--- config.mk ---
export PLATFORM = sky130hd
export DESIGN_NAME = addsub_pipe_nbit
export DESIGN_NICKNAME = d
export VERILOG_FILES = /design/src/rtl/addsub_pipe_nbit.sv
export SDC_FILE = /design/constraint.sdc
export NUM_CORES = 1
export LEC_CHECK = 0
export BUFFER_PORTS_ARGS = -buffer_cell sky130_fd_sc_hd__buf_2
export CORE_UTILIZATION = 54
export CTS_CLUSTER_DIAMETER = 60
export DETAILED_ROUTE_END_ITERATION = 6
export GPL_TIMING_DRIVEN = 0
export PLACE_DENSITY = 0.81
export SLEW_MARGIN = 20
export SYNTH_ARGS = -nofsm -noshare
export SYNTH_HDL_FRONTEND = slang
export SYNTH_SLANG_ARGS = --single-unit
--- constraint.sdc ---
create_clock -name clk -period 3.6 [get_ports clk]
set_clock_uncertainty 0.1 [all_clocks]
set_input_delay 0.72 -clock clk [delete_from_list [all_inputs] [get_ports clk]]
set_output_delay 0.72 -clock clk [all_outputs]
set_load 0.005 [all_outputs]
--- src/rtl/addsub_pipe_nbit.sv ---
// Pipelined signed add/subtract with a chunked carry chain and valid/ready handshake.
// Define ADDSUB_OVF_EN to add the registered ovf output.
module addsub_pipe_nbit #(
  parameter int unsigned n      = 8,
  parameter int unsigned STAGES = 2
) (
  input  logic         clk,
  input  logic         rst,
  input  logic         in_valid,
  output logic         in_ready,
  input  logic [n-1:0] a,
  input  logic [n-1:0] b,
  input  logic         op,
  output logic         out_valid,
  input  logic         out_ready,
  output logic [n:0]   sum
`ifdef ADDSUB_OVF_EN
  ,
  output logic         ovf
`endif
);

  localparam int unsigned W = n / STAGES;

  logic [STAGES-1:0] r_vld;
  logic              w_adv;
  logic [n-1:0]      w_bx;

  // Global stall: every stage moves together or holds together.
  assign w_adv     = ~r_vld[STAGES-1] | out_ready;
  assign in_ready  = w_adv;
  assign out_valid = r_vld[STAGES-1];
  assign w_bx      = b ^ {n{op}};

  always_ff @(posedge clk or posedge rst) begin
    if (rst) begin
      r_vld <= '0;
    end else if (w_adv) begin
      r_vld <= STAGES'({r_vld, in_valid});
    end
  end

  // Stage k adds chunk k; unconsumed upper operand bits and finished lower sums ride along.
  for (genvar k = 0; k < int'(STAGES); k++) begin : g_st
    localparam int unsigned RW = n - W * k;

    logic [RW-1:0]        w_ah;
    logic [RW-1:0]        w_bh;
    logic                 w_c;
    logic [W:0]           w_add;
    logic [(k+1)*W-1:0]   w_pl;

    if (k == 0) begin : g_src
      assign w_ah = a;
      assign w_bh = w_bx;
      assign w_c  = op;
      assign w_pl = w_add[W-1:0];
    end else begin : g_src
      assign w_ah = g_st[k-1].g_reg.r_ah;
      assign w_bh = g_st[k-1].g_reg.r_bh;
      assign w_c  = g_st[k-1].g_reg.r_c;
      assign w_pl = {w_add[W-1:0], g_st[k-1].g_reg.r_pl};
    end

    assign w_add = (W+1)'(w_ah[W-1:0]) + (W+1)'(w_bh[W-1:0]) + (W+1)'(w_c);

    if (k < int'(STAGES) - 1) begin : g_reg
      logic [RW-W-1:0]      r_ah;
      logic [RW-W-1:0]      r_bh;
      logic [(k+1)*W-1:0]   r_pl;
      logic                 r_c;

      always_ff @(posedge clk or posedge rst) begin
        if (rst) begin
          r_ah <= '0;
          r_bh <= '0;
          r_pl <= '0;
          r_c  <= 1'b0;
        end else if (w_adv) begin
          r_ah <= w_ah[RW-1:W];
          r_bh <= w_bh[RW-1:W];
          r_pl <= w_pl;
          r_c  <= w_add[W];
        end
      end
    end else begin : g_out
      logic w_msb;

      // Sign of the exact result: bx is never negated in n bits, so this holds for -2^(n-1) too.
      assign w_msb = w_ah[RW-1] ^ w_bh[RW-1] ^ w_add[W];

      always_ff @(posedge clk or posedge rst) begin
        if (rst) begin
          sum <= '0;
`ifdef ADDSUB_OVF_EN
          ovf <= 1'b0;
`endif
        end else if (w_adv) begin
          sum <= {w_msb, w_pl};
`ifdef ADDSUB_OVF_EN
          ovf <= w_msb ^ w_pl[n-1];
`endif
        end
      end
    end
  end

endmodule
==> results_dict.tcl <==
set metrics [dict create \
    diodes 0 \
    hold_viol 0 \
    post-cts-setup-buffer-count 0 \
    ir_drop_mv 0.339 \
    layout.nets 187 \
    overflow 0 \
    synthCells 122 \
    placed_area_um2 1420 \
    worstMarginPinSlew_ns 0.890 \
    htreeDepth 1 \
    syn_to_final_growth_pct 19.2 \
    drv_slew 0 \
    hold_class "flop to flop" \
    antenna_found_initial 0 \
    worst-path-buf-inv 3 \
    path_cells "nor2b_1 > inv_2 > buf_1 > buf_2" \
    ios 32 \
    synth_top_family_by_area "simple AND/OR/NAND/NOR gates" \
    synth_ff_type "dfrtp_1" \
    place_inst 179 \
    fin_crit_ns 2.47 \
    hold_ws_ns 0.387 \
    status "finished, final reports clean" \
    cp_slowest_cell "buf_1" \
    clkLatencyLatePin_ns 0.32 \
    initial_core_util 0.598 \
    cts.clk_slew.worst_paths_ns 0.13 \
    grt_pass1_vias 939 \
    synth_mux_area_frac 0.0325 \
    async_flop_share 1.00 \
    worstPathMaxFanout 10 \
    critPathMaxStageDelay_ns 0.41 \
    drc 0 \
    startpoint_type "flop" \
    yosysWarnings 0 \
    synth_seq_cells 24 \
    rsz0062_at_grt "false" \
    crit_type "flop to output port" \
    setup_viol 0 \
    rows 16 \
    post_cts_resized 0 \
    setup_ws_ns 1.13 \
    grtUsageTotal 0.216 \
    first_pass_iters 4 \
    fillers 168 \
    gp_congestion 0.746 \
    clkSinkCount 24 \
    port_buffers 30 \
    fin_util 0.713 \
    synthesis.area_um2 1230 \
    p_leak_nw 0.758 \
    postCtsHoldBufs 0 \
    viasPerCell 5.00 \
    syn_nets 152 \
    synth_edf_count 0 \
    postRouteAntennaNets 0 \
    synthSimpleGateAreaFrac 0.144 \
    synthXorXnorAreaFrac 0.0781 \
    cts_buffers 3 \
    routedWlPerCell_um 12.2 \
    grt_max_degree 25 \
    seq_area_frac_synth 0.487 \
    syn_avg_cell_area_um2 10.1 \
    final_area_um2 1470 \
    cts_tree "done" \
    power_mw 0.813 \
    drv_cap 0 \
    arrival_ns 1.65 \
    clk_path_buf_depth 2 \
    synth_compound_area_frac 0.105 \
    synth.distinct_cells 27 \
    die_w_um 49.8 \
    grt_first_pass_wirelength_um 3950 \
    synth_fa_ha_area_frac 0.110 \
    fin_cells 183 \
    post-route-period-util 0.686 \
    hpwl_um 1670 \
    fin_setup_tns_ns 0 \
    via_count 915 \
    final_layout_size_suffix_gt1_frac 0.263 \
    die_h_um 49.8 \
    drt_iter0_drc 13 \
    dieArea_um2 2480 \
    max_slew_margin 0.406 \
    power_density_nw_per_um2 553 \
    cp.required_ns 2.78 \
    dpl_worst_slack_ns 1.15 \
    end_kind "output port" \
    finalWirelength_um 2230 \
    fmax_mhz 405 \
    core_area_um2 2060 \
    cts_root_buf "clkbuf_4" \
    cp_top_family "buffers and inverters" \
]
[worst min-delay path, delay by kind of cell, from the launching register on]
kind | cells | cell delay (ns)
DFF | 1 | 0.36
and+or+nand+nor | 2 | 0.10
[layout by cell type, fill, tap and decap left out, types with 2 or more instances in the layout]
cell type	netlist	routed
o21ai_0	9	9
a21o_1	2	2
fa_1	3	3
clkbuf_1	2	2
inv_1	6	6
clkbuf_4	0	3
a21oi_1	5	5
xnor2_1	5	5
nor2b_1	3	3
dfrtp_1	24	24
nand2_1	32	32
xor2_1	6	6
ha_1	6	6
mux2_4	2	2
nor2_1	4	4
buf_2	1	31
[report_power, final]
group	switching [mW]	internal, mW
combinational	0.124	0.123
sequential	0.0323	0.339
clock	0.0824	0.113
total	0.239	0.574
[logic make-up (layout without fill, tap and decap cells)]
logic type	Yosys count	count (layout)
xor+xnor	11	11
fa+ha+maj	9	9
buf+inv	12	46
compound gates	20	20
mux	3	3
flops	24	24
simple gates	43	43
[synthesized netlist by cell type, types with 2 or more instances]
| cell type | number | share of area |
|---|---|---|
| xnor2_1 | 5 | 0.035 |
| a21o_1 | 2 | 0.012 |
| nor2b_1 | 3 | 0.015 |
| dfrtp_1 | 24 | 0.49 |
| clkbuf_1 | 2 | 0.0061 |
| ha_1 | 6 | 0.061 |
| nor2_1 | 4 | 0.012 |
| nand2_1 | 32 | 0.097 |
| inv_1 | 6 | 0.018 |
| o21ai_0 | 9 | 0.037 |
| xor2_1 | 6 | 0.043 |
| fa_1 | 3 | 0.049 |
| a21oi_1 | 5 | 0.020 |
| mux2_4 | 2 | 0.024 |
[area by class of cell]
type,instances,area [um2],share of cell area
Clock inverter,1,30.0,0.0204
Clock buffer,3,22.5,0.0153
Buffer,5,27.5,0.0187
Timing Repair Buffer,30,150,0.102
Tap cell,27,33.8,0.0230
Sequential cell,24,601,0.409
Inverter,7,26.3,0.0179
Multi-Input combinational cell,86,579,0.394
[flip-flops by register name, indices dropped and copies added, names as in the netlist]
name,cells
g_st.g_reg.r_pl,4
g_st.g_reg.r_c,1
r_vld,2
g_st.g_reg.r_ah,4
g_st.g_reg.r_bh,4
sum,9
[metal layers]
| layer | routed length, um | track usage | up-vias |
|---|---|---|---|
| met5 | 0 | 0 | - |
| met4 | 27 | 0.0714 | 0 |
| met2 | 1200 | 0.399 | 24 |
| met1 | 939 | 0.254 | 428 |
| met3 | 64 | 0.0278 | 4 |
| li1 | - | - | 459 |
[final timing paths]
path | start | end | slack, ns | cells past startpoint
max in group asynchronous | rst | g_st[0].g_reg.r_bh[2]$_DFFE_PP0P_ | 2.39 | 2
min | sum[1]$_DFFE_PP0P_ | sum[1]$_DFFE_PP0P_ | 0.39 | 2
min in group asynchronous | rst | r_vld[1]$_DFFE_PP0P_ | 0.46 | 2
max reg2reg | g_st[0].g_reg.r_ah[0]$_DFFE_PP0P_ | sum[8]$_DFFE_PP0P_ | 1.64 | 7
min reg2reg | sum[1]$_DFFE_PP0P_ | sum[1]$_DFFE_PP0P_ | 0.39 | 2
max | r_vld[1]$_DFFE_PP0P_ | in_ready | 1.13 | 4
No activity file was read; power rests on OpenSTA's default activity.
